<file path="config.mk">
export PLATFORM = sky130hd
export DESIGN_NAME = redirect_flush_sequencer
export DESIGN_NICKNAME = d
export VERILOG_FILES = /design/src/rtl/redirect_flush_sequencer_pkg.sv /design/src/rtl/redir_age_cmp.sv /design/src/rtl/redirect_flush_sequencer.sv
export SDC_FILE = /design/constraint.sdc
export NUM_CORES = 1
export LEC_CHECK = 0
export CAP_MARGIN = 20
export CORE_ASPECT_RATIO = 0.6
export CORE_MARGIN = 2
export CORE_UTILIZATION = 46
export DETAILED_ROUTE_END_ITERATION = 6
export PLACE_DENSITY = 0.87
export REMOVE_ABC_BUFFERS = 1
export SETUP_SLACK_MARGIN = 0.4
export SLEW_MARGIN = 10
export SYNTH_ARGS = -nofsm -noshare
export SYNTH_HDL_FRONTEND = slang
export SYNTH_SLANG_ARGS = --single-unit
</file>
<file path="constraint.sdc">
create_clock -name Clk -period 4.3 [get_ports Clk]
set_input_delay 0.86 -clock Clk [delete_from_list [all_inputs] [get_ports Clk]]
set_output_delay 0.86 -clock Clk [all_outputs]
set_load 0.005 [all_outputs]
</file>
<file path="src/rtl/redirect_flush_sequencer_pkg.sv">
// Shared definitions for the redirect/flush sequencer and for other blocks
// that need ROB-relative age comparison (ROB, branch-tag logic).
//   state_t    : sequencer FSM states
//   SRC_*      : RedirSrc encoding
//   ROBID_W    : ROB id width including the wrap bit
//   age_older  : true when id_a is strictly older than id_b relative to head
package redirect_flush_sequencer_pkg;

  localparam int ROBID_W = 6;

  typedef enum logic [1:0] {
    ST_IDLE   = 2'd0,
    ST_FLUSH  = 2'd1,
    ST_DRAIN  = 2'd2,
    ST_RESUME = 2'd3
  } state_t;

  localparam logic [1:0] SRC_NONE = 2'd0;
  localparam logic [1:0] SRC_ROB  = 2'd1;
  localparam logic [1:0] SRC_BRU  = 2'd2;
  localparam logic [1:0] SRC_PRE  = 2'd3;

  // Age is the distance from the head, modulo the id space, so ids that have
  // wrapped past the head still order correctly. Equal age is not older.
  function automatic logic age_older(input logic [ROBID_W-1:0] id_a,
                                     input logic [ROBID_W-1:0] id_b,
                                     input logic [ROBID_W-1:0] head);
    logic [ROBID_W-1:0] age_a;
    logic [ROBID_W-1:0] age_b;
    age_a = id_a - head;
    age_b = id_b - head;
    return age_a < age_b;
  endfunction

endpackage

</file>
<file path="src/rtl/redir_age_cmp.sv">
// Combinational ROB age comparator.
//   id_a, id_b : ROB ids to compare (W bits, including wrap bit)
//   head       : current ROB head, the age base
//   is_older   : 1 when id_a is strictly older than id_b
module redir_age_cmp
  import redirect_flush_sequencer_pkg::*;
#(
  parameter int W = redirect_flush_sequencer_pkg::ROBID_W
) (
  input  logic [W-1:0] id_a,
  input  logic [W-1:0] id_b,
  input  logic [W-1:0] head,
  output logic         is_older
);

  logic [W-1:0] age_a;
  logic [W-1:0] age_b;

  always_comb begin
    age_a    = id_a - head;
    age_b    = id_b - head;
    is_older = (age_a < age_b);
  end

endmodule

</file>
<file path="src/rtl/redirect_flush_sequencer.sv">
// Central redirect arbiter and flush sequencer.
// Picks one redirect among ROB > BRU > PRE, then runs flush -> drain -> resume
// and issues a single one-cycle redirect pulse to PC generation. Higher
// priority (or older BRU) requests preempt an in-flight sequence.
//
// Ports:
//   Clk, Rest                     : clock, synchronous active-high reset
//   RobRedirValid/RobRedirPc      : ROB redirect (exception/ertn)
//   BruRedirValid/Pc/RobId        : branch mispredict redirect
//   PreRedirValid/PreRedirPc      : predecoder redirect
//   RobHeadId                     : ROB head, base for BRU age compare
//   FrontQuiet                    : frontend has drained
//   FrontFlush, BackFlush         : pipeline flush controls
//   FrontHold                     : freeze PC/predictor advance
//   RedirValid, RedirPc, RedirSrc : redirect pulse, target and winner source
//   Busy                          : sequence in progress
//
// state     | meaning
// ----------+-------------------------------------------------------------
// ST_IDLE   | no redirect in flight
// ST_FLUSH  | flushes asserted for FLUSH_CYC cycles (counter counts down)
// ST_DRAIN  | frontend held until FrontQuiet
// ST_RESUME | one-cycle RedirValid pulse with the latched target
module redirect_flush_sequencer
  import redirect_flush_sequencer_pkg::*;
#(
  parameter int PC_W      = 32,
  parameter int ROBID_W   = redirect_flush_sequencer_pkg::ROBID_W,
  parameter int FLUSH_CYC = 2
) (
  input  logic               Clk,
  input  logic               Rest,
  input  logic               RobRedirValid,
  input  logic [PC_W-1:0]    RobRedirPc,
  input  logic               BruRedirValid,
  input  logic [PC_W-1:0]    BruRedirPc,
  input  logic [ROBID_W-1:0] BruRedirRobId,
  input  logic               PreRedirValid,
  input  logic [PC_W-1:0]    PreRedirPc,
  input  logic [ROBID_W-1:0] RobHeadId,
  input  logic               FrontQuiet,
  output logic               FrontFlush,
  output logic               BackFlush,
  output logic               FrontHold,
  output logic               RedirValid,
  output logic [PC_W-1:0]    RedirPc,
  output logic [1:0]         RedirSrc,
  output logic               Busy
);

  localparam int CNT_W = $clog2(FLUSH_CYC + 1);
  localparam logic [CNT_W-1:0] CNT_LOAD = CNT_W'(FLUSH_CYC - 1);

  state_t               state_q, state_d;
  logic [CNT_W-1:0]     cnt_q, cnt_d;
  logic [PC_W-1:0]      lat_pc_q, lat_pc_d;
  logic [1:0]           lat_src_q, lat_src_d;
  logic [ROBID_W-1:0]   lat_id_q, lat_id_d;
  logic [PC_W-1:0]      redir_pc_q, redir_pc_d;

  logic                 bru_older;
  logic                 load;
  logic [1:0]           new_src;
  logic [PC_W-1:0]      new_pc;

  redir_age_cmp #(.W(ROBID_W)) u_age_cmp (
    .id_a     (BruRedirRobId),
    .id_b     (lat_id_q),
    .head     (RobHeadId),
    .is_older (bru_older)
  );

  always_ff @(posedge Clk) begin
    if (Rest) begin
      state_q    <= ST_IDLE;
      cnt_q      <= '0;
      lat_pc_q   <= '0;
      lat_src_q  <= SRC_NONE;
      lat_id_q   <= '0;
      redir_pc_q <= '0;
    end else begin
      state_q    <= state_d;
      cnt_q      <= cnt_d;
      lat_pc_q   <= lat_pc_d;
      lat_src_q  <= lat_src_d;
      lat_id_q   <= lat_id_d;
      redir_pc_q <= redir_pc_d;
    end
  end

  always_comb begin
    state_d    = state_q;
    cnt_d      = cnt_q;
    lat_pc_d   = lat_pc_q;
    lat_src_d  = lat_src_q;
    lat_id_d   = lat_id_q;
    redir_pc_d = redir_pc_q;
    load       = 1'b0;
    new_src    = SRC_NONE;
    new_pc     = '0;

    if (state_q == ST_IDLE) begin
      if (RobRedirValid) begin
        load = 1'b1; new_src = SRC_ROB; new_pc = RobRedirPc;
      end else if (BruRedirValid) begin
        load = 1'b1; new_src = SRC_BRU; new_pc = BruRedirPc;
      end else if (PreRedirValid) begin
        load = 1'b1; new_src = SRC_PRE; new_pc = PreRedirPc;
      end
    end else begin
      // While busy, any ROB request wins (a newer ROB target replaces an
      // older one); BRU only displaces PRE or a younger BRU; PRE is dropped.
      if (RobRedirValid) begin
        load = 1'b1; new_src = SRC_ROB; new_pc = RobRedirPc;
      end else if (BruRedirValid &&
                   ((lat_src_q == SRC_PRE) ||
                    ((lat_src_q == SRC_BRU) && bru_older))) begin
        load = 1'b1; new_src = SRC_BRU; new_pc = BruRedirPc;
      end
    end

    if (load) begin
      state_d   = ST_FLUSH;
      cnt_d     = CNT_LOAD;
      lat_pc_d  = new_pc;
      lat_src_d = new_src;
      if (new_src == SRC_BRU) lat_id_d = BruRedirRobId;
    end else begin
      case (state_q)
        ST_FLUSH: begin
          if (cnt_q == '0) state_d = ST_DRAIN;
          else             cnt_d   = cnt_q - CNT_W'(1);
        end
        ST_DRAIN: begin
          if (FrontQuiet) begin
            state_d    = ST_RESUME;
            redir_pc_d = lat_pc_q;
          end
        end
        ST_RESUME: state_d = ST_IDLE;
        default:   state_d = ST_IDLE;
      endcase
    end
  end

  // All outputs decode registered state only.
  assign FrontFlush = (state_q == ST_FLUSH);
  assign BackFlush  = (state_q == ST_FLUSH) &&
                      ((lat_src_q == SRC_ROB) || (lat_src_q == SRC_BRU));
  assign FrontHold  = (state_q == ST_FLUSH) || (state_q == ST_DRAIN);
  assign RedirValid = (state_q == ST_RESUME);
  assign RedirPc    = redir_pc_q;
  assign Busy       = (state_q != ST_IDLE);
  assign RedirSrc   = Busy ? lat_src_q : SRC_NONE;

endmodule

</file>
After elaboration in Yosys (flattened, before gate mapping)
Cells that the tools add are included.
{"block": "word_totals", "reg_bits": 76, "input_bits": 114}
{"block": "classes", "muxes": 26, "eq_ne": 12, "bitwise_logic": 2, "order_cmp": 1, "add_sub_neg": 3, "reduce_logical": 17}
{"op": "$mux W32", "n": 6}
{"op": "$mux W2", "n": 9}
{"op": "$sub A6 B6 Y6", "n": 2}
{"op": "$eq A2 B2 Y1 const B", "n": 5}
{"op": "$mux W1", "n": 10}
{"op": "$reduce_and A2 Y1", "n": 5}
{"op": "$lt A6 B6 Y1", "n": 1}
{"op": "$eq A2 B1 Y1 const B", "n": 2}
{"op": "$logic_not A2 Y1", "n": 2}
{"op": "$ne A2 B2 Y1 const B", "n": 2}
{"op": "$pmux W2 S2", "n": 1}
{"op": "$reduce_bool A2 Y1", "n": 2}
{"op": "$logic_and A1 B1 Y1", "n": 3}
{"op": "$logic_or A1 B1 Y1", "n": 3}
{"op": "$ne A3 B1 Y1 const B", "n": 1}
{"op": "$ne A3 B3 Y1 const B", "n": 1}
{"op": "$reduce_and A3 Y1", "n": 1}
{"op": "$ne A2 B1 Y1 const B", "n": 1}
{"op": "$not A1 Y1", "n": 2}
{"op": "$reduce_or A2 Y1", "n": 1}
{"op": "$sub A2 B1 Y2 const B", "n": 1}

Longest topological paths before layout
Gate-level depths: netlist of run 1.
{"block": "depth", "ltp_word": 10, "mapped_depth": 16, "depth_no_buf": 14}

By module
A second synthesis of run 1 with hierarchy kept.
{"block": "unflattened", "hier_cells": 388, "area_unflattened_um2": 3741.1}
{"module": "redirect_flush_sequencer", "seq_area_each_um2": 1521.5, "cells_each": 320, "instances": 1, "area_each_um2": 3205.6}
{"module": "redir_age_cmp", "seq_area_each_um2": 0.0, "cells_each": 68, "instances": 1, "area_each_um2": 535.5}

Worst setup path after synthesis of run 1
Ideal clock, no wire load.
{"block": "synth_path", "path_type": "input port to flip-flop", "start": "in RobHeadId[1]", "end": "reg lat_pc_q[25]", "required_ps": 4222, "arrival_ps": 3706, "slack_ps": 516, "setup_time_ps": 78, "cell_stages": 15, "n_path_buf": 2, "cell_sequence": "inv_1 ha_1 nor2b_1 o21ai_0 nand2b_1 a2111o_1 o211a_1 ha_1 nand2_2 nor3_4 a2111oi_4 or3_1 buf_2 buf_6 o22ai_2"}
{"block": "synth_between", "elab_chain_len": 8, "word_cells_on_any_way": 12}
{"element": "start: declaration", "line": "redirect_flush_sequencer.sv:40", "source": "input logic [ROBID_W-1:0] RobHeadId,"}
{"element": "$sub A6 B6 Y6 (on tied branches)", "line": "redir_age_cmp.sv:20, redir_age_cmp.sv:21"}
{"element": "$lt A6 B6 Y1 (*)", "line": "redir_age_cmp.sv:22", "source": "is_older = (age_a < age_b);"}
{"element": "$logic_and A1 B1 Y1 (*)", "line": "redirect_flush_sequencer.sv:117", "source": "((lat_src_q == SRC_BRU) && bru_older))) begin"}
{"element": "$logic_or A1 B1 Y1 (*)", "line": "redirect_flush_sequencer.sv:116", "source": "((lat_src_q == SRC_PRE) ||"}
{"element": "$logic_and A1 B1 Y1 (*)", "line": "redirect_flush_sequencer.sv:115", "source": "end else if (BruRedirValid &&"}
{"element": "$mux W32 / $mux W1 (equally long branches)", "line": "redirect_flush_sequencer.sv:115"}
{"element": "$mux W32 / $mux W1 (equally long branches)", "line": "redirect_flush_sequencer.sv:113", "source": "if (RobRedirValid) begin"}
{"element": "$mux W32 / $mux W1 (equally long branches)", "line": "redirect_flush_sequencer.sv:102", "source": "if (state_q == ST_IDLE) begin"}
{"element": "end signal: assignment", "line": "redirect_flush_sequencer.sv:84", "source": "lat_pc_q <= lat_pc_d;"}
{"element": "end: declaration", "line": "redirect_flush_sequencer.sv:56", "source": "logic [PC_W-1:0] lat_pc_q, lat_pc_d;"}
Every way passes the cells marked *; elsewhere a longest branch is shown, timed or not.
A chain may end at the register's enable or synchronous reset.

Worst setup path in the final report of run 1
{"block": "layout_path", "start": "in RobHeadId[2]", "end": "reg lat_pc_q[9]"}
Same word-level chain as after synthesis.

==> run metrics, run 1 <==
outcome completed; post-DR wirelength/cell approximately 19 µm; Root Buffer clkbuf_16; CP top delay family buffers and inverters; Final Power 2.10 mW; worst-skew pair later-pin latency about 330 ps; share of cells above drive strength 1 around 17%; max incr delay on CP about 530 ps; Worst-path clk slew roughly 60 ps; via count 4744; global-route wire length before repair ~23 mm; Setup Crit Path Kind in2reg; initial antenna violation count 0; antenna viol nets, final 0; dpl hpwl 9.69 mm; Max Slew Vio Count 0; Power per Cell Area between 200 and 300 nW/µm²; pre-CTS setup slack -152 ps; fin nets around 800; Synth Area per Inst between 8 and 9 µm²; port bufs approximately 150; vias in the first global route 4572; 1st-iter DRT viols about 330; Post-synth EDFFs 0; Worst path slowest cell or4_4; I/O pins around 150; min-delay src lat_pc_q[0]; final wirelength between 15 and 20 mm; Initial Utilization around half; Worst Hold Class reg2reg; H-Tree Depth 3; setup slack after layout about 430 ps; Worst Path Buf+Inv 6; CTS Sinks 76; Die ar. between 10000 and 15000 µm²; Peak VDD IR between 200 and 250 µV; most frequent cells in the layout clkdlybuf4s50_1, dfxtp_1, a22o_1; Detailed Routing Iterations Pass 1 5; post-synthesis sequential area ratio approximately 34%; vias per cell 5.97; Yosys cell types a little over 40; Worst Setup End Kind register; # rows 27; Setup crit start RobHeadId[2]; fmax 0.258 GHz; GPL Wtd Cong 0.899; Worst Path Arrival around 4100 ps; Synth Register Bits 76; Synth async-reset ratio 0%; Ys Warns 0; Lkg Pwr 2.50 nW; hold violation count in the final report 0; worst reg2reg path depth 16; Die Span X between 100 and 150 µm; critical path fanouts, max 8; largest net degree at the start of global routing around 120; hold slack roughly 460 ps; r2r endpoint lat_pc_q[9]; Worst slew margin between 30 and 40%; CTS max path bufs 2; Fin Clk Skew between 3 and 4 ps; worst hold path cell count 2; area grow syn2layout 56.4%; Hold Path End RedirPc[0]; die height just over 80 µm; Finished Layout Cells between 700 and 800; CP Launch Type input pin; Mapped Area 4480 µm²; most common cell after layout, fill and taps aside clkdlybuf4s50_1; Max Cap Viol 0; antenna fix cells 0; Core ar. roughly 9300 µm²; crit path time final roughly 3900 ps; worst path required time approximately 4500 ps; final setup violation count 0; DP Cell Count about 770; fin crit share around nine tenths; source of the worst register-to-register timing path lat_id_q[1]; RSZ-0062 raised after global routing false; total CTS buffers 9; all-layer global routing usage between 20% and 30%; CTS tree done; hold buffer count at CTS 0; Gate Count Post-Synth 517; drc violations 0; worst slew pin tran between 1000 and 1500 ps; register-to-register path setup slack 1030 ps; GRT overflow 0; commonest register cell after synthesis dfxtp_1; CP cell instances clkdlybuf4s50_1 -> inv_1 -> ha_4 -> o21ai_2 -> a21boi_2 -> or4_4 -> nand3_4 -> ha_4 -> nand2_4 -> a31oi_4 -> buf_6 -> a2111oi_4 -> buf_4 -> buf_12 -> buf_12 -> a31oi_4 -> o22ai_1; Final Core Density about three quarters
registers in the layout (all words and copies together), names as in the netlist:
name / cells
lat_pc_q: 32
state_q: 2
cnt_q: 2
lat_src_q: 2
RedirPc: 32
lat_id_q: 6
routing by layer:
layer / vias up / track usage (%) / part of all wire, %
met3: 30 / 8.52 / 11
met2: 214 / 47.9 / 47
met1: 2276 / 34.2 / 41
met4: 0 / 7.50 / 1.7
li1: 2224 / - / -
met5: - / 0 / 0
final cells by class:
type / count / area (µm²)
Tap cell: 130 / 163
Fill cell: 644 / 2310
Sequential cell: 76 / 1520
Timing Repair Buffer: 181 / 1850
Inverter: 19 / 71.3
Multi-Input combinational cell: 373 / 3120
Clock inverter: 4 / 48.8
Clock buffer: 12 / 246
report_power, final:
| part | internal, mW | switching [mW] | leakage [nW] |
|---|---|---|---|
| Sequential | 0.737 | 0.0190 | 0.621 |
| Combinational | 0.303 | 0.290 | 1.73 |
| Clock | 0.465 | 0.283 | 0.147 |
| Total | 1.50 | 0.592 | 2.50 |
worst max-delay path by stage:
stage	cells past startpoint	end	slack (ps)
final	17	lat_pc_q[9]	430
after global routing	17	lat_pc_q[9]	340
after CTS	17	lat_pc_q[31]	430
after detailed placement	15	RedirPc[14]	-150
after global placement	15	lat_pc_q[23]	-30
after floorplan	13	lat_pc_q[21]	-360
worst register-to-register path, delay by kind of cell (launching register included):
kind | cells | cell delay, ps
simple gates | 3 | 300
buf+inv | 4 | 590
compound gates | 7 | 1400
flops | 1 | 380
fa+ha+maj | 2 | 510
stage by stage:
stage / cell area [µm²] / TNS, ps
after global routing: 7010 / 0
after CTS: 6780 / 0
final: 7010 / 0
after detailed placement: 6130 / -7160
after floorplan: 4280 / -10360
after global placement: 6130 / -156
cells by family (layout without fill, tap and decap cells):
group | Yosys count | count (layout) | share of synthesized area [%]
adder cells (fa/ha/maj) | 24 | 24 | 7.03
AO/OA/AOI/OAI | 220 | 220 | 35.2
multiplexers | 7 | 7 | 1.56
XOR/XNOR | 8 | 8 | 1.56
buffers and inverters | 68 | 216 | 6.19
AND/OR/NAND/NOR | 114 | 114 | 14.5
flip-flops | 76 | 76 | 33.9
synthesized netlist by cell type, types with 3 or more instances:
library cell | instances | share of area [%]
a21oi_1 | 41 | 4.6
a22o_1 | 64 | 13
a31oi_1 | 32 | 4.5
buf_2 | 3 | 0.33
clkbuf_1 | 42 | 3.5
dfxtp_1 | 76 | 34
ha_1 | 22 | 6.1
inv_1 | 19 | 1.6
mux2i_1 | 7 | 1.6
nand2_1 | 8 | 0.67
nand2b_1 | 46 | 6.4
nand3_1 | 33 | 3.7
nor2_1 | 6 | 0.50
nor2b_1 | 6 | 0.84
nor3_1 | 6 | 0.67
o21ai_0 | 35 | 3.9
o21ai_1 | 3 | 0.33
o22ai_1 | 23 | 3.2
o22ai_2 | 9 | 2.5
xnor2_1 | 4 | 0.78
xor2_1 | 4 | 0.78
timing repair:
item | CTS | global route
cloned | 2 | 0
gates resized for setup | 40 | 37
buffers inserted | 9 | 2
pin swaps | 13 | 21
setup endpoints to repair | 73 | 61
Power figures use the tool's default switching activity.
==> inputs of run 2 (changes only) <==
--- a/config.mk
+++ b/config.mk
@@ -7,7 +7,6 @@
 export LEC_CHECK = 0
 export CAP_MARGIN = 20
 export CORE_ASPECT_RATIO = 0.6
-export CORE_MARGIN = 2
 export CORE_UTILIZATION = 46
 export DETAILED_ROUTE_END_ITERATION = 6
 export PLACE_DENSITY = 0.87
==> run metrics, run 2 (synthesized netlist as in run 1, its figures left out) <==
register-to-register path setup slack ~1100 ps; I/O pins 153; Worst Setup End Kind register; post-DR wirelength/cell around 19 µm; H-Tree Depth 3; 1st-iter DRT viols slightly below 400; crit path time final 3840 ps; r2r endpoint lat_pc_q[2]; outcome completed; vias per cell about 5.8; global-route wire length before repair about 21 mm; critical path fanouts, max 8; # rows 27; Worst slew margin a little under a quarter; worst-skew pair later-pin latency around 340 ps; Setup crit start BruRedirRobId[1]; antenna fix cells 0; Detailed Routing Iterations Pass 1 4; drc violations 0; Peak VDD IR approximately 230 µV; Worst Hold Class reg2reg; GRT overflow 0; final wirelength 14.7 mm; hold slack 470 ps; Lkg Pwr approximately 2.5 nW; Final Power roughly 2.1 mW; fillers 668; Core ar. just over 9000 µm²; worst slew pin tran approximately 1100 ps; all-layer global routing usage between 20% and 30%; total CTS buffers 9; Worst Path Arrival around 4100 ps; via count 4601; area grow syn2layout 50.8%; most common cell after layout, fill and taps aside clkdlybuf4s50_1; dpl hpwl about 9.6 mm; worst reg2reg path depth 15; largest net degree at the start of global routing roughly 120; CTS Sinks 76; fin crit share 89.3%; Power per Cell Area between 300 and 400 nW/µm²; die height 78.5 µm; Die ar. ~10000 µm²; Max Slew Vio Count 0; Root Buffer clkbuf_16; Setup Crit Path Kind in2reg; GPL Wtd Cong 0.819; Die Span X between 100 and 150 µm; Worst-path clk slew approximately 60 ps; Fin Clk Skew between 3 and 4 ps; worst path required time roughly 4600 ps; RSZ-0062 raised after global routing false; port bufs 152; antenna viol nets, final 0; fin nets 796; most frequent cells in the layout clkdlybuf4s50_1, dfxtp_1, a22o_1; Max Cap Viol 0; source of the worst register-to-register timing path lat_id_q[1]; initial antenna violation count 1; CTS max path bufs 2; share of cells above drive strength 1 between 10% and 20%; CP Launch Type input pin; CTS tree done; vias in the first global route ~4.4k; hold violation count in the final report 0; final setup violation count 0; Initial Utilization around 48%; fmax about 0.26 GHz; Critical Path End lat_pc_q[2]; worst hold path cell count 2
## run 2: cell types whose count changed in the layout (fill, tap and decap cells not counted), moves of 3 or more
cell / change
a31oi_1: +14
o21ai_0: -14
o21ai_1: +14
a31oi_4: -11
ha_1: +5
buf_4: -4
clkbuf_16: +4
a31oi_2: -3
buf_12: -3
clkdlybuf4s50_1: +3
ha_4: -3
## run 2: repair_timing
item | 4_1_cts | 5_1_grt
buffers inserted | 0 | 3
hold buffers | 0 | 0
pin swaps | 2 | 14
gates resized for setup | 4 | 47
cloned | 0 | 5
setup endpoints to repair | 67 | 76
hold endpoints to repair | 0 | 0
## run 2: stage by stage
step / setup TNS (ps) / setup slack (ps) / cell area, µm² / utilization (%) / std cells
after floorplan: -10360 / -365 / 4280 / - / 468
after global placement: 0 / 37.7 / 6140 / 65.8 / 769
after detailed placement: -517 / -35.8 / 6140 / 65.8 / 769
after CTS: 0 / 371 / 6460 / 69.3 / 784
after global routing: 0 / 324 / 6760 / 72.5 / 792
final: 0 / 460 / 6760 / 72.5 / 792
## run 2: worst min path at each step
stage                 start          end  slack [ps]
2_1_floorplan   lat_pc_q[0]   RedirPc[0]         440
3_3_place_gp    lat_pc_q[6]   RedirPc[6]         450
3_5_place_dp   lat_pc_q[28]  RedirPc[28]         460
4_1_cts        lat_pc_q[28]  RedirPc[28]         470
5_1_grt        lat_pc_q[24]  RedirPc[24]         480
6_report       lat_pc_q[14]  RedirPc[14]         470
## run 2: critical path, stage by stage
cell and delay, ps:
clkdlybuf4s50_1 440, ha_1 310, nor2b_1 150, o21ai_2 150
a21boi_2 90, or4_1 410, nand3_2 100, ha_4 210
nand2_2 80, a31oi_4 110, buf_6 150, a2111oi_4 330
buf_6 190, buf_12 150, a31oi_2 120, o22ai_1 210
## run 2: per-layer routing
layer,global-route usage (%),up-vias,part of all wire (%)
li1,-,2222,-
met1,32.7,2172,42
met2,43.2,188,46
met3,9.34,17,10
met4,8.02,2,1.5
met5,0,-,0.068
## run 2: layout make-up
| class | count | area (µm²) | share of cell area, % |
|---|---|---|---|
| clock inverters | 5 | 77.6 | 1.15 |
| clock buffers | 10 | 229 | 3.39 |
| flip-flops and latches | 76 | 1520 | 22.5 |
| repair buffers | 179 | 1840 | 27.3 |
| inverters | 19 | 71.3 | 1.05 |
| multi-input cells | 373 | 2860 | 42.2 |
| well taps | 130 | 163 | 2.40 |
## run 2: power by group
group	switching [mW]	total, mW	internal, mW
combinational	0.268	0.555	0.287
sequential	0.0186	0.756	0.737
clock	0.290	0.793	0.503
==> inputs of run 3 (changes only) <==
--- a/config.mk
+++ b/config.mk
@@ -12,7 +12,6 @@
 export PLACE_DENSITY = 0.87
 export REMOVE_ABC_BUFFERS = 1
 export SETUP_SLACK_MARGIN = 0.4
-export SLEW_MARGIN = 10
 export SYNTH_ARGS = -nofsm -noshare
 export SYNTH_HDL_FRONTEND = slang
 export SYNTH_SLANG_ARGS = --single-unit
==> results of run 3 <==
Final layout, timing and power as in run 2 (identical DEF).
